--- config.mk ---
export PLATFORM = sky130hd
export DESIGN_NAME = systolic_sequencer_2x2
export DESIGN_NICKNAME = d
export VERILOG_FILES = /design/src/rtl/systolic_sequencer_2x2.sv
export SDC_FILE = /design/constraint.sdc
export NUM_CORES = 1
export LEC_CHECK = 0
export ABC_CLOCK_PERIOD_IN_PS = 1800
export CAP_MARGIN = 20
export CORE_ASPECT_RATIO = 0.7
export CORE_MARGIN = 3
export CORE_UTILIZATION = 52
export CTS_BUF_LIST = sky130_fd_sc_hd__clkbuf_4
export DETAILED_ROUTE_END_ITERATION = 7
export HOLD_SLACK_MARGIN = 0.05
export PLACE_DENSITY = 0.86
export SYNTH_ARGS = -nofsm -noshare
export SYNTH_HDL_FRONTEND = slang
export SYNTH_SLANG_ARGS = --single-unit
export TNS_END_PERCENT = 10
--- constraint.sdc ---
create_clock -name clk -period 1.8 [get_ports clk]
set_clock_uncertainty 0.15 [all_clocks]
set_input_delay 0.45 -clock clk [delete_from_list [all_inputs] [get_ports clk]]
set_output_delay 0.45 -clock clk [all_outputs]
set_load 0.01 [all_outputs]
--- src/rtl/systolic_sequencer_2x2.sv ---
// -----------------------------------------------------------------------------
// systolic_sequencer_2x2
//
// Control FSM for the 2x2 weight/input systolic array. A job runs through:
//   IDLE/DONE --start--> LOAD --mem_ready--> [CLEAR] --> FEED x3 --> DRAIN --> DONE
//
// In LOAD it handshakes a memory load. CLEAR is skipped when the job was
// started with accumulate=1, which is used for K-tiling. FEED drives the skewed
// 3-step operand feed. DRAIN waits for the array pipeline to settle, and DONE
// flags c00..c11 as valid. The per-job transpose/activation flags are latched
// with start and held until the next start.
//
// All outputs are registered (Moore). Each transition writes the state
// register and the outputs of the target state in the same clock edge, so the
// outputs always describe the current state.
//
// Handshake: start is a level, sampled only on a rising edge while the state
// is IDLE or DONE; in any other state it is ignored and not queued. mem_ready
// is sampled only on a rising edge while in LOAD, and mem_req stays high for
// every LOAD cycle until that sample is 1. There is no timeout.
//
// Parameters
//   DRAIN_CYCLES  cycles after the last feed step before PE outputs are final (>=1)
//   CNT_W         step counter width, must hold max(2, DRAIN_CYCLES-1)
//
// Ports
//   clk, rst                  clock; asynchronous active-high reset
//   start                     job request
//   accumulate                with start: 1 = keep accumulators (skip CLEAR)
//   transpose_in              with start: transpose input operand
//   activation_in             with start: ReLU enable
//   mem_ready                 memory operands stable (LOAD only)
//   mem_req                   memory request, high only in LOAD
//   clear                     one-cycle accumulator clear
//   data_valid                array feed enable
//   a0_sel/a1_sel             row weight selects (2 = zero)
//   b0_sel/b1_sel             column input selects (2 = zero)
//   transpose, activation     latched job flags
//   busy                      high in LOAD, CLEAR, FEED, DRAIN
//   done                      high in DONE; results valid
// -----------------------------------------------------------------------------
module systolic_sequencer_2x2 #(
   parameter int DRAIN_CYCLES = 2,
   parameter int CNT_W        = 3
) (
   input  logic       clk,
   input  logic       rst,
   input  logic       start,
   input  logic       accumulate,
   input  logic       transpose_in,
   input  logic       activation_in,
   input  logic       mem_ready,
   output logic       mem_req,
   output logic       clear,
   output logic       data_valid,
   output logic [1:0] a0_sel,
   output logic [1:0] a1_sel,
   output logic [1:0] b0_sel,
   output logic [1:0] b1_sel,
   output logic       transpose,
   output logic       activation,
   output logic       busy,
   output logic       done
);

   typedef enum logic [2:0] {
      IDLE  = 3'd0,
      LOAD  = 3'd1,
      CLEAR = 3'd2,
      FEED  = 3'd3,
      DRAIN = 3'd4,
      DONE  = 3'd5
   } state_t;

   // Packed order of all four selects: {a0_sel, a1_sel, b0_sel, b1_sel}.
   localparam logic [7:0] SELS_ZERO = 8'b10_10_10_10;

   localparam logic [CNT_W-1:0] FEED_LAST  = CNT_W'(2);
   localparam logic [CNT_W-1:0] DRAIN_LAST = CNT_W'(DRAIN_CYCLES - 1);

   state_t           state;
   logic [CNT_W-1:0] cnt;
   logic             acc_job;   // latched accumulate for the running job

   // Skewed feed pattern. Row 1 and column 1 lag row 0 and column 0 by one
   // step, so each PE sees matching k-indices once the array's internal
   // pass-through registers have forwarded the operands.
   //   s=0: 0/2/0/2   s=1: 1/0/1/0   s=2: 2/1/2/1
   function automatic logic [7:0] feed_sels(input logic [CNT_W-1:0] step);
      logic [7:0] sels;
      case (step)
         CNT_W'(0): sels = 8'b00_10_00_10;
         CNT_W'(1): sels = 8'b01_00_01_00;
         default:   sels = 8'b10_01_10_01;
      endcase
      return sels;
   endfunction

   always_ff @(posedge clk or posedge rst) begin
      if (rst) begin
         state      <= IDLE;
         cnt        <= '0;
         acc_job    <= 1'b0;
         mem_req    <= 1'b0;
         clear      <= 1'b0;
         data_valid <= 1'b0;
         {a0_sel, a1_sel, b0_sel, b1_sel} <= SELS_ZERO;
         transpose  <= 1'b0;
         activation <= 1'b0;
         busy       <= 1'b0;
         done       <= 1'b0;
      end else begin
         // Single-cycle outputs fall back to idle values unless the target
         // state below drives them.
         clear      <= 1'b0;
         data_valid <= 1'b0;
         {a0_sel, a1_sel, b0_sel, b1_sel} <= SELS_ZERO;

         case (state)
            IDLE, DONE: begin
               if (start) begin
                  state      <= LOAD;
                  acc_job    <= accumulate;
                  transpose  <= transpose_in;
                  activation <= activation_in;
                  mem_req    <= 1'b1;
                  busy       <= 1'b1;
                  done       <= 1'b0;
               end
            end

            LOAD: begin
               if (mem_ready) begin
                  mem_req <= 1'b0;
                  if (acc_job) begin
                     state      <= FEED;
                     cnt        <= '0;
                     data_valid <= 1'b1;
                     {a0_sel, a1_sel, b0_sel, b1_sel} <= feed_sels(CNT_W'(0));
                  end else begin
                     state <= CLEAR;
                     clear <= 1'b1;
                  end
               end
            end

            CLEAR: begin
               state      <= FEED;
               cnt        <= '0;
               data_valid <= 1'b1;
               {a0_sel, a1_sel, b0_sel, b1_sel} <= feed_sels(CNT_W'(0));
            end

            FEED: begin
               if (cnt == FEED_LAST) begin
                  state <= DRAIN;
                  cnt   <= '0;
               end else begin
                  cnt        <= cnt + CNT_W'(1);
                  data_valid <= 1'b1;
                  {a0_sel, a1_sel, b0_sel, b1_sel} <= feed_sels(cnt + CNT_W'(1));
               end
            end

            DRAIN: begin
               if (cnt == DRAIN_LAST) begin
                  state <= DONE;
                  cnt   <= '0;
                  busy  <= 1'b0;
                  done  <= 1'b1;
               end else begin
                  cnt <= cnt + CNT_W'(1);
               end
            end

            default: begin
               state   <= IDLE;
               cnt     <= '0;
               mem_req <= 1'b0;
               busy    <= 1'b0;
               done    <= 1'b0;
            end
         endcase
      end
   end

   // Structural invariants of the output encoding.
   a_clear_xor_feed: assert property (@(posedge clk) disable iff (rst)
      !(clear && data_valid));
   a_mem_req_busy: assert property (@(posedge clk) disable iff (rst)
      mem_req |-> (busy && !clear && !data_valid));
   a_done_not_busy: assert property (@(posedge clk) disable iff (rst)
      !(done && busy));

endmodule

* Word level (Yosys, flattened, before mapping)
Index checks and enable logic that the tools add are counted.
** Word-level totals
- Register bits :: 22
- Bits of input ports :: 7
- Output and inout port bits :: 15
- Logic and storage cells :: 78
** Cells by class
- Add/sub/neg operators :: 1
- Equality and inequality tests :: 13
- Muxes and demuxes :: 37
- Bitwise operators :: 3
- Reductions and logical operators :: 10
** Operator list (count)
- 2-to-1 mux 3 bit :: 8
- 2-to-1 mux 2 bit :: 8
- case mux 8 bit (2 select lines) :: 1
- case mux 3 bit (5 select lines) :: 1
- 2-to-1 mux 1 bit :: 12
- case mux 1 bit (3 select lines) :: 4
- case mux 2 bit (3 select lines) :: 2
- case mux 3 bit (4 select lines) :: 1
- inequality test 2 bit (second input constant) :: 5
- == test 3 x 1 -> 1 bit (second input constant) :: 3
- == test 3 x 2 -> 1 bit (second input constant) :: 3
- AND reduction 3 bit :: 3
- == test 3 bit (second input constant) :: 2
- logical NOT 3 bit :: 2
- OR reduction 3 bit :: 2
- AND reduction 4 bit :: 1
- adder 3 x 1 -> 3 bit (second input constant) :: 1
- inverter 1 bit :: 3
- AND reduction 2 bit :: 1
- OR reduction 2 bit :: 1

* Longest topological paths before layout
- Word-level depth :: 5
- Depth in mapped cells :: 5
- Mapped depth without buffers :: 4

* Worst setup path after synthesis
No wires, ideal clock.
- Kind :: register to register
- Start point :: reg state[1]
- End point :: reg state[0]
- Library setup time :: 0.134 ns
- Data arrival time :: 1.354 ns
- Setup slack :: 0.163 ns
- Cell stages (with the launch flop) :: 5
- Clock period less this slack :: 1.637 ns
- Cell sequence :: dfrtp_1 > or3b_4 > a211oi_4 > a211o_2 > o211ai_2
** On the way
- Longest elaborated chain between the ends :: 4
- Elaborated cells on any way between the ends :: 13
- Classes of those cells :: eq/ne (9); mux (1); reduce/logical (3)
** Ends and longest elaborated chain
- from (decl) :: line 81 : state_t state;
- from (signal assigned) :: line 101 : state <= IDLE;
- from (signal assigned) :: line 122 : state <= LOAD;
- from (signal assigned) :: line 136 : state <= FEED;
- == test 3 bit / logical NOT 3 bit (equally long branches) :: line 119 : case (state)
- OR reduction 2 bit :: line 119
- inequality test 2 bit (no line)
- AND reduction 4 bit (no line)
Parallel ways exist; a longest one is shown, timed or not.
A chain may end at the register's enable or synchronous reset.

* Final worst setup path
- Start point :: reg data_valid
- End point :: out data_valid
** RTL lines
- from (decl) :: line 55 : output logic data_valid,
- from (signal assigned) :: line 106 : data_valid <= 1'b0;
- from (signal assigned) :: line 116 : data_valid <= 1'b0;
- from (signal assigned) :: line 138 : data_valid <= 1'b1;
No word-level cell between the ends.

==> reports/qor.yml <==
status: "completed"
max_freq_ghz: 0.5690
core_sq_um: 1727
rr_worst_depth: 4
power.leakage_nw: 0.6535
die_height_um: 43.28
areaGrowthSynthToFinish_pct: 27.27
fin_hold_ws_ps: 204.6
setup_viol: 0
h-tree-depth: 1
layout.cells.non_filler: 148
cts_tree: "done"
initial_core_util: 0.5978
synth_edf_count: 0
routed_wl_mm: 2.258
grt_setup_unrepaired: "no"
peakVddDrop_mv: 1.379
cts.sinks: 18
grt_pass1_vias: 775
path_cells: "clkdlybuf4s50_1"
synth_nets: 106
synthCells: 99
grt_pass1_wl_mm: 3.684
cp_slowest_cell: "clkdlybuf4s50_1"
die_x_um: 59.25
period_needed_ps: 1758
io_buffers: 21
antenna_found_initial: 0
worst_setup_path_start_kind: "flip-flop"
cts_made_buffers: 3
hpwl_mm: 1.751
critPathMaxStageDelay_ps: 530
async_flop_share: 1.000
via_per_inst: 5.689
clkLatencyLatePin_ps: 300
worstReg2RegStart: "state[0]"
arrival_ps: 1160
grt.total_usage: 0.1968
crit_required_ps: 1200
syn_avg_cell_area_sq_um: 10.43
r2r_slack_ps: 70
dp.cells: 144
final_common_cell: "dfrtp_1"
critPathLaunch: "data_valid"
hold_viol_final: 0
ys_ff_latch: 18
ys_types: 42
clk_pin_slew_ps: 100
io_pins: 22
grt_overflow: 0
place.gp.congestion: 0.8224
crit_cells: 1
layout-drive-gt1-share: 0.2677
slew_headroom: 0.7713
yosysSeqAreaShare: 0.4388
first_pass_iters: 4
row_count: 12
clock_path_buffers: 2
grt_max_degree: 13
worstSetupPathType: "reg2out"
antenna_cells: 0
synthFlopType: "dfrtp_1"
timing.final.crit_share: 0.9765
dieArea_sq_um: 2564
syn-cell-area_sq_um: 1032
hp-class: "in2async"
root_buffer: "clkbuf_4"
layout_common_cells: "dfrtp_1 (15), buf_4 (12), a21oi_1 (9), dlygate4sd2_1 (9), clkdlybuf4s50_1 (7)"
reg2reg_to: "state[0]"
final_nets: 135
crit_path_end: "data_valid"
yosys_warnings: 0
drtIter0Drc: 9
final_max_slew_viol_count: 0
num_vias: 842
tightest_slew_ps: 343.1
ant_nets: 0
wire_per_inst_um: 15.26
maxCapViolations: 0
critPathCaptureType: "output pin"
path_delay_family: "buffers and inverters"
critPathMaxFanout: 1
power_density_nw_per_um2: 1736
cp_num_buf_inv: 1
drc: 0
==> routing by layer <==
| layer | vias up | global-route usage | part of all wire |
|---|---|---|---|
| met5 | - | 0 | 0 |
| met4 | 0 | 0.05430 | 0.0075 |
| met3 | 3 | 0.06383 | 0.050 |
| met2 | 18 | 0.3072 | 0.47 |
| met1 | 411 | 0.2590 | 0.47 |
| li1 | 410 | - | - |
==> flip-flops by register name (all words and copies together) (netlist names), 2 cells and up <==
name and flops:
a1_sel 2, a0_sel 2, state 3, cnt 3
==> synthesized netlist by cell type, types with 2 or more instances <==
library cell | number | area share
nand2_1 | 6 | 0.022
mux2_2 | 3 | 0.033
dfstp_2 | 2 | 0.051
dfrtp_1 | 16 | 0.39
nor3_1 | 2 | 0.0097
o21ai_0 | 6 | 0.029
nand2b_1 | 3 | 0.018
inv_1 | 4 | 0.015
or2_2 | 2 | 0.012
buf_4 | 5 | 0.036
nand3_1 | 2 | 0.0097
and3_1 | 3 | 0.018
o211ai_2 | 2 | 0.024
nand3b_1 | 2 | 0.015
buf_6 | 2 | 0.022
a21oi_1 | 9 | 0.044
nor2_1 | 5 | 0.018
==> worst min path at each step <==
stage          slack, ps  cells after the start         end
6_report             200                      2       clear
5_1_grt              220                      2       clear
4_1_cts              210                      2       clear
3_5_place_dp         350                      1  activation
3_3_place_gp         340                      1  activation
2_1_floorplan        240                      1   a0_sel[0]
==> cell families (layout without fill, tap and decap cells) <==
kind of cell,Yosys count,count (layout),synth area share
mux,4,4,0.04242
flops,18,18,0.4388
compound gates,29,29,0.2109
simple gates,32,32,0.1964
xor+xnor,2,2,0.01697
buf+inv,14,42,0.09453
==> power by group <==
group	internal, W	switching (W)	total, W	leakage (nW)
clock	0.0000810	0.000128	0.000209	0.0154
sequential	0.000591	0.000189	0.000780	0.223
combinational	0.000673	0.000619	0.00129	0.415
==> timing repair <==
action                     4_1_cts  5_1_grt
hold buffers                     0        0
setup endpoints to repair       10        8
gates resized for setup          9        7
buffers inserted                 0        0
==> per-stage QoR <==
stage | setup TNS [ps] | total power, W | utilization | worst slack, ps | area (sq um)
6_report | 0 | 0.002281 | 0.7609 | 42.38 | 1314
5_1_grt | 0 | 0.002448 | 0.7609 | 7.437 | 1314
4_1_cts | 0 | 0.002292 | 0.7500 | 0.9031 | 1295
3_5_place_dp | -621.6 | 0.002150 | 0.7413 | -169.1 | 1280
3_3_place_gp | -338.7 | 0.002077 | 0.7413 | -86.23 | 1280
2_1_floorplan | 0 | 0.001680 | - | 162.8 | 1032
==> layout make-up <==
type	count	area (sq um)
clock buffers	3	22.52
clock inverters	1	3.754
fillers	127	412.9
inverters	5	18.77
multi-input cells	67	486.7
flip-flops and latches	18	454.2
well taps	21	26.28
repair buffers	33	301.5
Note: power is estimated with default switching activity, not from simulation.
